==> src/rtl/multdiv_sign_restore_pkg.sv <==
// Shared definitions for the signed multdiv output sign stage.
//   MD_WIDTH   : default operand/result width
//   md_state_e : sign stage sequencing states
//   OP_MULT/OP_DIV : latched operation code
package multdiv_sign_restore_pkg;
    localparam int MD_WIDTH = 32;

    typedef enum logic [1:0] {
        ST_IDLE = 2'd0,
        ST_WAIT = 2'd1,
        ST_FIX  = 2'd2,
        ST_DONE = 2'd3
    } md_state_e;

    localparam logic OP_MULT = 1'b0;
    localparam logic OP_DIV  = 1'b1;
endpackage

==> src/rtl/multdiv_sign_restore_sign_apply.sv <==
// Conditional two's-complement negate: out_vec = en ? -in_vec : in_vec.
// Built as a generate/propagate adder with A=0, B=in_vec^{en}, Cin=en, so
// the same adder passes the value through unchanged when en is low.
//   en      : negate enable
//   in_vec  : W-bit input
//   out_vec : W-bit result
module multdiv_sign_restore_sign_apply #(
    parameter int W = 64
) (
    input  logic         en,
    input  logic [W-1:0] in_vec,
    output logic [W-1:0] out_vec
);
    logic [W-1:0] opa;
    logic [W-1:0] opb;
    logic [W-1:0] gen;
    logic [W-1:0] prop;
    logic [W:0]   carry;

    always_comb begin
        opa      = '0;
        opb      = in_vec ^ {W{en}};
        gen      = opa & opb;
        prop     = opa ^ opb;
        carry    = '0;
        carry[0] = en;
        out_vec  = '0;
        for (int i = 0; i < W; i++) begin
            out_vec[i]   = prop[i] ^ carry[i];
            carry[i+1]   = gen[i] | (prop[i] & carry[i]);
        end
    end
endmodule

==> src/rtl/multdiv_sign_restore.sv <==
// Output-side sign stage of the signed multdiv unit. Latches operand signs
// at start, waits for the unsigned core result, re-applies the sign and
// flags overflow / divide-by-zero.
//   clock, reset            : clock, async active-high reset
//   ctrl_MULT, ctrl_DIV     : one-cycle start pulses (MULT wins if both)
//   data_operandA/B         : operands, sampled on a start cycle only
//   core_done, core_mag     : unsigned core result strobe and magnitude
//   data_result             : signed result, held until next completion
//   data_exception          : overflow / divide-by-zero, cleared on start
//   data_resultRDY          : one-cycle completion pulse
//   busy                    : operation in flight
module multdiv_sign_restore
    import multdiv_sign_restore_pkg::*;
#(
    parameter int WIDTH = MD_WIDTH
) (
    input  logic               clock,
    input  logic               reset,
    input  logic               ctrl_MULT,
    input  logic               ctrl_DIV,
    input  logic [WIDTH-1:0]   data_operandA,
    input  logic [WIDTH-1:0]   data_operandB,
    input  logic               core_done,
    input  logic [2*WIDTH-1:0] core_mag,
    output logic [WIDTH-1:0]   data_result,
    output logic               data_exception,
    output logic               data_resultRDY,
    output logic               busy
);
    localparam int W2 = 2 * WIDTH;

    md_state_e        state_q, state_d;
    logic             op_q, op_d;
    logic             neg_q, neg_d;
    logic             bz_q, bz_d;
    logic [W2-1:0]    mag_q, mag_d;
    logic [WIDTH-1:0] result_q, result_d;
    logic             exc_q, exc_d;

    logic [W2-1:0]    signed_mag;
    logic             mult_exc;
    logic             div_exc;

    // Only the sign bit of A matters here; magnitudes go to the core.
    logic unused_operand_a_bits;
    assign unused_operand_a_bits = ^data_operandA[WIDTH-2:0];

    multdiv_sign_restore_sign_apply #(.W(W2)) u_sign_apply (
        .en      (neg_q),
        .in_vec  (mag_q),
        .out_vec (signed_mag)
    );

    // Product must sign-extend cleanly from bit WIDTH-1, and a nonzero
    // magnitude must land with the expected sign.
    assign mult_exc = (signed_mag[W2-1:WIDTH] != {WIDTH{signed_mag[WIDTH-1]}}) ||
                      ((mag_q != '0) && (signed_mag[W2-1] != neg_q));
    // A positive quotient of 2^(WIDTH-1) (min / -1) does not fit.
    assign div_exc  = (mag_q[W2-1:WIDTH] != '0) || (!neg_q && mag_q[WIDTH-1]);

    always_comb begin
        state_d  = state_q;
        op_d     = op_q;
        neg_d    = neg_q;
        bz_d     = bz_q;
        mag_d    = mag_q;
        result_d = result_q;
        exc_d    = exc_q;
        unique case (state_q)
            ST_WAIT: begin
                if (op_q == OP_DIV && bz_q) begin
                    result_d = '0;
                    exc_d    = 1'b1;
                    state_d  = ST_DONE;
                end else if (core_done) begin
                    mag_d   = core_mag;
                    state_d = ST_FIX;
                end
            end
            ST_FIX: begin
                result_d = signed_mag[WIDTH-1:0];
                exc_d    = (op_q == OP_MULT) ? mult_exc : div_exc;
                state_d  = ST_DONE;
            end
            ST_DONE: state_d = ST_IDLE;
            default: state_d = ST_IDLE;
        endcase
        // A start overrides everything, aborting any operation in flight.
        if (ctrl_MULT || ctrl_DIV) begin
            op_d     = ctrl_MULT ? OP_MULT : OP_DIV;
            neg_d    = data_operandA[WIDTH-1] ^ data_operandB[WIDTH-1];
            bz_d     = (data_operandB == '0);
            exc_d    = 1'b0;
            result_d = result_q;
            state_d  = ST_WAIT;
        end
    end

    always_ff @(posedge clock or posedge reset) begin
        if (reset) begin
            state_q  <= ST_IDLE;
            op_q     <= OP_MULT;
            neg_q    <= 1'b0;
            bz_q     <= 1'b0;
            mag_q    <= '0;
            result_q <= '0;
            exc_q    <= 1'b0;
        end else begin
            state_q  <= state_d;
            op_q     <= op_d;
            neg_q    <= neg_d;
            bz_q     <= bz_d;
            mag_q    <= mag_d;
            result_q <= result_d;
            exc_q    <= exc_d;
        end
    end

    assign data_result    = result_q;
    assign data_exception = exc_q;
    assign data_resultRDY = (state_q == ST_DONE);
    assign busy           = (state_q == ST_WAIT) || (state_q == ST_FIX);
endmodule

==> config.mk <==
export PLATFORM = sky130hd
export DESIGN_NAME = multdiv_sign_restore
export DESIGN_NICKNAME = d
export VERILOG_FILES = /design/src/rtl/multdiv_sign_restore_pkg.sv /design/src/rtl/multdiv_sign_restore_sign_apply.sv /design/src/rtl/multdiv_sign_restore.sv
export SDC_FILE = /design/constraint.sdc
export NUM_CORES = 1
export LEC_CHECK = 0
export BUFFER_PORTS_ARGS = -buffer_cell sky130_fd_sc_hd__buf_2
export CAP_MARGIN = 25
export CORE_ASPECT_RATIO = 1.5
export CORE_UTILIZATION = 35
export CTS_CLUSTER_SIZE = 14
export DETAILED_ROUTE_END_ITERATION = 10
export PLACE_DENSITY = 0.64
export SYNTH_ARGS = -nofsm -noshare
export SYNTH_HDL_FRONTEND = slang
export SYNTH_SLANG_ARGS = --single-unit
==> constraint.sdc <==
create_clock -name clock -period 16.5 [get_ports clock]
set_input_delay 2.475 -clock clock [delete_from_list [all_inputs] [get_ports clock]]
set_output_delay 2.475 -clock clock [all_outputs]
set_load 0.02 [all_outputs]
# After elaboration in Yosys (flattened, before gate mapping)
# Cells that the tools add are included.
dict set report classes {
  n_eq_ne 8
  muxes 11
  bitwise_logic 131
  n_reduce_logical 16
}
# operator count
set op_table {}
lappend op_table {{bitwise XOR 1 bit} 65}
lappend op_table {{one-hot mux 32 bit (2 select lines)} 1}
lappend op_table {{nonzero test 64 bit} 1}
lappend op_table {{bitwise XOR 64 bit} 1}
lappend op_table {{AND 1 bit} 63}
lappend op_table {{zero test 32 bit} 1}
lappend op_table {{two-way mux 32 bit} 1}
lappend op_table {{inequality test 32 bit} 1}
lappend op_table {{nonzero test 32 bit} 1}
lappend op_table {{two-way mux 2 bit} 3}
lappend op_table {{AND reduction 3 bit} 2}
lappend op_table {{equality test 2 bit (second input constant)} 2}
lappend op_table {{logical OR 1 bit} 4}
lappend op_table {{two-way mux 1 bit} 4}
lappend op_table {{inequality test 4 bit (second input constant)} 1}
lappend op_table {{one-hot mux 2 bit (2 select lines)} 1}
lappend op_table {{logical AND 1 bit} 3}
lappend op_table {{inequality test 3 bit (second input constant)} 1}
lappend op_table {{nonzero test 3 bit} 1}
lappend op_table {{equality test 2 x 1 -> 1 bit (second input constant)} 1}
lappend op_table {{inequality test 2 bit (second input constant)} 1}
lappend op_table {{NOT 1 bit} 2}
lappend op_table {{one-hot mux 1 bit (2 select lines)} 1}
lappend op_table {{AND reduction 2 bit} 1}
lappend op_table {{other kinds (3)} 3}
dict set report word_totals {
  reg_bits 102
  input_bits 133
}

# Depth between registers and ports, before layout
# Gate-level depths: netlist of run 1.
dict set report logic_depth {
  ltp_word 71
  ltp_mapped 70
  mapped_depth_nobuf 69
}

# Modules after synthesis
# From an unflattened synthesis of run 1, not the netlist that was laid out.
dict set report unflattened {
  cells_unflattened 515
  area_unflattened_um2 5999.5
}
# mod n_inst cells_each area_each_um2 seq_area_each_um2
set by_module_without_submodules {}
lappend by_module_without_submodules {multdiv_sign_restore 1 380 4553.1 2552.4}
lappend by_module_without_submodules {multdiv_sign_restore_sign_apply 1 135 1446.4 0.0}

# Worst setup path before layout of run 1
# OpenSTA, ideal clock, no wires.
dict set report synth_path {
  path_type {register to register}
  start {reg neg_q}
  end {reg exc_q, in the netlist data_exception}
  setup_ns 0.132
  arrival_ns 13.360
  required_ns 16.368
  setup_slack_ns 3.008
  path_stages_with_launch 71
  period_less_slack_ns 13.492
  cell_sequence {dfrtp_1 -> buf_2 -> buf_2 -> xor2_1 -> ha_1 -> ha_1 -> ha_1 -> ha_1 -> ha_1 -> ha_1 -> ha_1 -> ha_1 -> ha_1 -> ha_1 -> ha_1 -> ha_1 -> ha_1 -> ha_1 -> [35 not listed] -> ha_1 -> ha_1 -> ha_1 -> ha_1 -> ha_1 -> ha_1 -> ha_1 -> ha_1 -> ha_1 -> ha_1 -> ha_1 -> ha_1 -> ha_1 -> nor4_1 -> nand2_1 -> mux2i_1 -> a41o_1 -> a31oi_1}
}
dict set report synth_via {
  elab_chain_len 71
  elab_cells_between_ends 107
  classes_between {2 x eq/ne; 3 x mux; 97 x bitwise; 5 x reduce/logical}
}
# element line_no
set synth_lines {}
lappend synth_lines {{from (decl)} multdiv_sign_restore.sv:34} ;# logic neg_q, neg_d;
lappend synth_lines {{from (signal assigned)} multdiv_sign_restore.sv:111} ;# neg_q <= neg_d;
lappend synth_lines {{parallel branches: the longest is 68 deep, another holds bitwise XOR 64 bit} --}
lappend synth_lines {{two-way mux 1 bit (*)} multdiv_sign_restore.sv:82} ;# exc_d = (op_q == OP_MULT) ? mult_exc : div_exc;
lappend synth_lines {{one-hot mux 1 bit (2 select lines) (*)} multdiv_sign_restore.sv:69} ;# unique case (state_q)
lappend synth_lines {{two-way mux 1 bit (*)} multdiv_sign_restore.sv:89} ;# if (ctrl_MULT || ctrl_DIV) begin
lappend synth_lines {{to (signal assigned)} multdiv_sign_restore.sv:107} ;# exc_q <= 1'b0;
lappend synth_lines {{to (signal assigned)} multdiv_sign_restore.sv:115} ;# exc_q <= exc_d;
lappend synth_lines {{to (decl)} multdiv_sign_restore.sv:38} ;# logic exc_q, exc_d;
# Mark *: on every way between the ends.
# A chain may end at the register's enable or synchronous reset.

# Worst setup path after layout of run 1
# Ends and elaborated chain as after synthesis.

==> impl_metrics.py, run 1 <==
metrics = {
    "run_status": {
        "status": "complete, no violations",
    },
    "global_route": {
        "grt_pass1_wl_mm": 21.0,
        "grt_pass1_vias": 4556,
        "antenna_found_initial": 1,
        "overflow": 0,
        "grt_use_total_pct": 15.7,
        "grt_max_degree": 65,
    },
    "finish": {
        "num-nets-final": 837,
        "final_util_pct": 42.9,
        "drive_above_1_share_pct": 35.5,
        "syn2layout_area_growth_pct": 20.4,
    },
    "synthesis": {
        "syn_area_um2": 5770,
        "synth_seq_area_share_pct": 44.2,
        "synth-compound-area-share_pct": 4.51,
        "synth_fa_ha_area_share_pct": 14.5,
        "syn-num-nets": 710,
        "ys_async_sr_fraction_pct": 100,
        "synthMuxAreaShare_pct": 12.7,
        "synth-simple-area-share_pct": 11.2,
        "avgSynthCellArea_um2": 11.3,
        "ys_types": 35,
        "synth_warnings": 0,
        "synth_xor_area_share_pct": 9.87,
        "synth_edf_count": 0,
        "synthCells": 510,
        "synth_top_family_by_area": "adder cells",
        "synth_ff_type": "dfrtp_1",
        "ys_ff_latch": 102,
    },
    "drt": {
        "via_count": 4191,
        "drt_iter0_markers": 113,
        "firstDrtPassIters": 4,
        "vias_per_cell": 4.94,
        "drc": 0,
        "drt-wirelength-per-cell_um": 14.6,
        "antenna_left": 0,
        "finalWirelength_mm": 12.4,
    },
    "critical_path": {
        "startpoint_type": "flop",
        "end_kind": "flop",
        "critical_path_arrival_ps": 14510,
        "crit_buf_inv": 0,
        "crit_type": "flop to flop",
        "critPathMaxStageDelay_ps": 590,
        "cp_max_fo": 15,
        "crit_required_ps": 16720,
        "crit_slowest_cell": "dfrtp_4",
        "cpMostUsedCell": "ha_1",
        "crit_family": "adder cells",
    },
    "placed_design": {
        "dp_slack_ps": 2130,
        "dp_hpwl_mm": 9.84,
        "numPortBuffers": 136,
        "gp_congestion": 0.808,
    },
    "clock_network": {
        "numCtsBuffers": 9,
        "cts_resized": 0,
        "cts_hold_buf": 0,
        "cts_max_level": 3,
        "clk_pin_slew_worst_paths_ps": 70,
        "cts_buffer_depth": 2,
        "clock_sinks": 102,
        "root_buffer": "clkbuf_16",
        "post_cts_buffers": 0,
        "clk_latency_ps": 350,
        "tritoncts": "built",
    },
    "timing": {
        "fin_skew_ps": 8.78,
        "drv_slew": 0,
        "fin_ws_ps": 2210,
        "tns_ps": 0,
        "max_slew_margin_pct": 45.5,
        "fin_crit_ps": 14290,
        "holdWs_ps": 475,
        "rsz0062_at_grt": "false",
        "tightestPinTransition_ps": 817,
        "finalSetupViolations": 0,
        "finalHoldViolCount": 0,
        "min_period_over_period_pct": 86.6,
        "max_freq_mhz": 70.0,
    },
    "die": {
        "chipWidth_um": 107,
        "dieArea_um2": 17000,
        "num_rows": 57,
        "core-area_um2": 16200,
        "initial_core_util_pct": 35.6,
        "ios": 168,
        "die_y_um": 159,
    },
    "pwr": {
        "irDropWorstVdd_uv": 45.0,
        "leakage_nw": 3.36,
        "total_power_mw": 0.715,
        "powerDensity_nw_per_um2": 103,
    },
    "run": {
        "drv_cap": 0,
    },
    "hold_path": {
        "hp-class": "flop to flop",
    },
}
area by class of cell:
class	instances	area [um^2]
fillers	1539	9240
diodes	1	2.50
flip-flops and latches	102	2560
inverters	8	32.5
clock buffers	10	229
multi-input cells	375	3050
repair buffers	141	751
well taps	206	258
clock inverters	6	70.1
layout by cell type, fill, tap and decap left out, types with 2 or more instances in the layout:
cell type	count
nor4_1	29
dfrtp_1	101
nor2_1	8
clkinvlp_4	2
clkbuf_16	9
nand4_1	12
buf_4	3
o31ai_1	3
o21ai_1	28
nand3_1	3
buf_2	136
mux2_2	64
xnor2_1	2
ha_1	67
inv_1	7
xor2_1	63
nor3_1	3
nand2_1	68
and3_1	2
o21ai_0	6
per-stage QoR:
stage	instances	area, um^2
3_5_place_dp	831	6620
5_1_grt	848	6940
6_report	849	6950
3_3_place_gp	830	6600
2_1_floorplan	510	5770
4_1_cts	847	6920
sequential cells by signal, summed over array words and instances (netlist names):
name            cells
data_result        32
data_exception      1
op_q                1
state_q             2
bz_q                1
neg_q               1
mag_q              64
worst min-delay path, delay by kind of cell (launching register included):
| kind | cells | cell delay, ps |
|---|---|---|
| AO/OA/AOI/OAI | 1 | 60 |
| AND/OR/NAND/NOR | 1 | 50 |
| flip-flops | 1 | 340 |
report_power, final:
| part | switching [mW] | total [mW] | leakage, nW | internal, mW |
|---|---|---|---|---|
| combinational | 0.0921 | 0.179 | 1.97 | 0.0865 |
| sequential | 0.0337 | 0.320 | 1.25 | 0.287 |
| clock | 0.0965 | 0.216 | 0.141 | 0.119 |
| total | 0.222 | 0.715 | 3.36 | 0.492 |
final timing paths:
| check | end | slack [ps] | from | cells after the start |
|---|---|---|---|---|
| worst max-delay path | data_exception$_DFFE_PP0P_ | 2210 | neg_q$_DFFE_PP0N_ | 68 |
| min in group asynchronous | mag_q[43]$_DFFE_PP0P_ | 2170 | reset | 2 |
| worst min-delay path | data_result[18]$_DFFE_PP0P_ | 470 | data_result[18]$_DFFE_PP0P_ | 2 |
| max in group asynchronous | neg_q$_DFFE_PP0N_ | 13080 | reset | 3 |
| worst max register to register | data_exception$_DFFE_PP0P_ | 2210 | neg_q$_DFFE_PP0N_ | 68 |
| worst min register to register | data_result[18]$_DFFE_PP0P_ | 470 | data_result[18]$_DFFE_PP0P_ | 2 |
logic make-up after synthesis:
logic type	Yosys count
buffers and inverters	33
and+or+nand+nor	133
muxes	65
AOI/OAI and AO/OA	45
xor gates and xnor gates	65
DFF	102
adders and majority gates	67
synth_stat cells, drive strengths merged (2+ instances only):
cell type  number  area, um^2
nand2          69         259
nor2            8        30.0
o31ai           3        22.5
ha             67         838
xor2           63         552
inv             8        30.0
nor3            3        15.0
clkbuf          4        15.0
and3            2        12.5
xnor2           2        17.5
dfrtp         102        2550
nand3           3        15.0
mux2           64         721
buf            21         130
nor4           30         194
o21ai          34         170
nand4          12        75.1
or4             2        18.8
routing by layer:
layer | global-route usage (%) | wire [um] | vias up
met4 | 6.54 | 268 | 0
met2 | 29.5 | 6910 | 107
met3 | 3.15 | 470 | 21
li1 | - | - | 2065
met5 | 0 | 0 | -
met1 | 16.7 | 4750 | 1998
Note: power is estimated with default switching activity, not from simulation.
==> run 2, diff against run 1 <==
CORE_UTILIZATION = 57   (was 35)
PLACE_DENSITY = 0.87   (was 0.64)
clock period = 17.09 ns   (was 16.5 ns; I/O delays follow)
==> impl_metrics.py, run 2 (synthesis results as in run 1) <==
metrics = {
    "timing": {
        "drv_slew": 0,
        "finalHoldViolCount": 0,
        "tightestPinTransition_ps": 806,
        "finalSetupViolations": 0,
        "max_slew_margin_pct": 46.3,
        "fin_crit_ps": 14520,
        "rsz0062_at_grt": "false",
        "tns_ps": 0,
        "max_freq_mhz": 68.9,
        "fin_ws_ps": 2570,
        "min_period_over_period_pct": 85.0,
        "fin_skew_ps": 6.25,
    },
    "clock_network": {
        "tritoncts": "built",
        "cts_buffer_depth": 2,
        "cts_max_level": 3,
        "clk_latency_ps": 340,
        "clk_pin_slew_worst_paths_ps": 70,
        "root_buffer": "clkbuf_16",
        "numCtsBuffers": 9,
        "clock_sinks": 102,
        "cts_hold_buf": 0,
        "post_cts_buffers": 0,
        "cts_resized": 0,
    },
    "global_route": {
        "antenna_found_initial": 1,
        "overflow": 0,
        "grt_use_total_pct": 24.6,
        "grt_pass1_wl_mm": 20.3,
        "grt_max_degree": 65,
        "grt_pass1_vias": 4545,
    },
    "hold_path": {
        "holdPathStages": 2,
        "hp-start": "data_result[14]$_DFFE_PP0P_",
        "worstHoldEndpoint": "data_result[14]$_DFFE_PP0P_",
        "hp-class": "flop to flop",
    },
    "finish": {
        "regMostFlops": "mag_q",
        "largest_register_ffs": 64,
        "syn2layout_area_growth_pct": 18.6,
        "num-nets-final": 837,
        "drive_above_1_share_pct": 35.7,
        "final_common_cell": "buf_2",
        "mostFrequentLayoutCells": "buf_2, dfrtp_1, nand2_1",
    },
    "critical_path": {
        "end_kind": "flop",
        "reg2reg_setup_slack_ps": 2570,
        "crit_type": "flop to flop",
        "cp_max_fo": 36,
        "critical_path_arrival_ps": 14740,
        "critPathMaxStageDelay_ps": 710,
        "crit_family": "adder cells",
        "r2r_cells": 68,
        "r2r-end": "data_exception$_DFFE_PP0P_",
        "cpMostUsedCell": "ha_1",
        "crit_slowest_cell": "dfrtp_4",
        "crit_buf_inv": 0,
        "crit_required_ps": 17310,
        "startpoint_type": "flop",
        "r2r_start": "neg_q$_DFFE_PP0N_",
    },
    "drt": {
        "via_count": 4276,
        "drc": 10,
        "antenna_left": 0,
        "firstDrtPassIters": 7,
        "vias_per_cell": 5.64,
        "drt_iter0_markers": 140,
        "met2_length_mm": 6.95,
        "drt-wirelength-per-cell_um": 16.0,
        "finalWirelength_mm": 12.1,
        "maxUsedRoutingLayer": "met4",
        "met1_length_mm": 4.41,
        "met3WireLength_um": 398,
    },
    "die": {
        "num_rows": 44,
        "ios": 168,
        "core-area_um2": 9740,
        "dieArea_um2": 10500,
        "die_y_um": 125,
        "initial_core_util_pct": 59.2,
        "chipWidth_um": 84.2,
    },
    "placed_design": {
        "gp_congestion": 0.820,
        "numPortBuffers": 136,
        "dp_hpwl_mm": 9.13,
        "dp_slack_ps": 2630,
    },
    "pwr": {
        "leakage_nw": 3.38,
        "irDropWorstVdd_uv": 58.5,
        "powerDensity_nw_per_um2": 101,
        "total_power_mw": 0.693,
    },
    "run_status": {
        "status": "complete, but fails checks",
        "violations": "design-rule violations",
    },
    "run": {
        "drv_cap": 0,
    },
}
run 2: changes by cell type in the layout (fill, tap and decap cells not counted), sizes merged:
cell      before  now
clkinv         1    4
inv           10    9
clkinvlp       2    0
run 2: worst max path at each step:
stage / start / endpoint / cells past startpoint
floorplan: neg_q$_DFFE_PP0N_ / data_exception$_DFFE_PP0P_ / 70
global placement: neg_q$_DFFE_PP0N_ / data_exception$_DFFE_PP0P_ / 68
detailed placement: neg_q$_DFFE_PP0N_ / data_exception$_DFFE_PP0P_ / 68
CTS: neg_q$_DFFE_PP0N_ / data_exception$_DFFE_PP0P_ / 68
global route: neg_q$_DFFE_PP0N_ / data_exception$_DFFE_PP0P_ / 68
finish: neg_q$_DFFE_PP0N_ / data_exception$_DFFE_PP0P_ / 68
run 2: per-stage QoR:
step | util [%] | std cells | instance area (um^2) | hold slack [ps]
after detailed placement | 66.8 | 740 | 6510 | 469
after global routing | 70.2 | 758 | 6840 | 505
final | 70.2 | 758 | 6840 | 481
after global placement | 66.5 | 739 | 6480 | 459
after floorplan | - | 510 | 5770 | 483
after CTS | 70.0 | 756 | 6820 | 485
run 2: power breakdown:
part	switching (mW)	internal, mW	total, mW
Combinational	0.0891	0.0840	0.173
Sequential	0.0362	0.277	0.313
Clock	0.0886	0.118	0.207
run 2: cell type report:
class | instances | area (um^2)
fill | 698 | 2900
multi-input combinational | 375 | 3050
tap | 115 | 144
sequential | 102 | 2560
clock inverter | 6 | 70.1
clock buffer | 10 | 239
inverter | 8 | 32.5
timing repair buffer | 141 | 751
antenna | 1 | 2.50
run 2: worst reg2reg max path, delay by kind of cell, from the launching register on:
kind | cells | cell delay, ps
adder cells (fa/ha/maj) | 63 | 12840
flip-flops | 1 | 710
AND/OR/NAND/NOR | 2 | 420
AO/OA/AOI/OAI | 2 | 270
multiplexers | 1 | 150
run 2: layer usage:
metal,vias to the layer above,GRT usage [%]
li1,2071,-
met1,2083,25.2
met2,96,47.6
met3,26,3.96
met4,0,11.7
met5,-,0
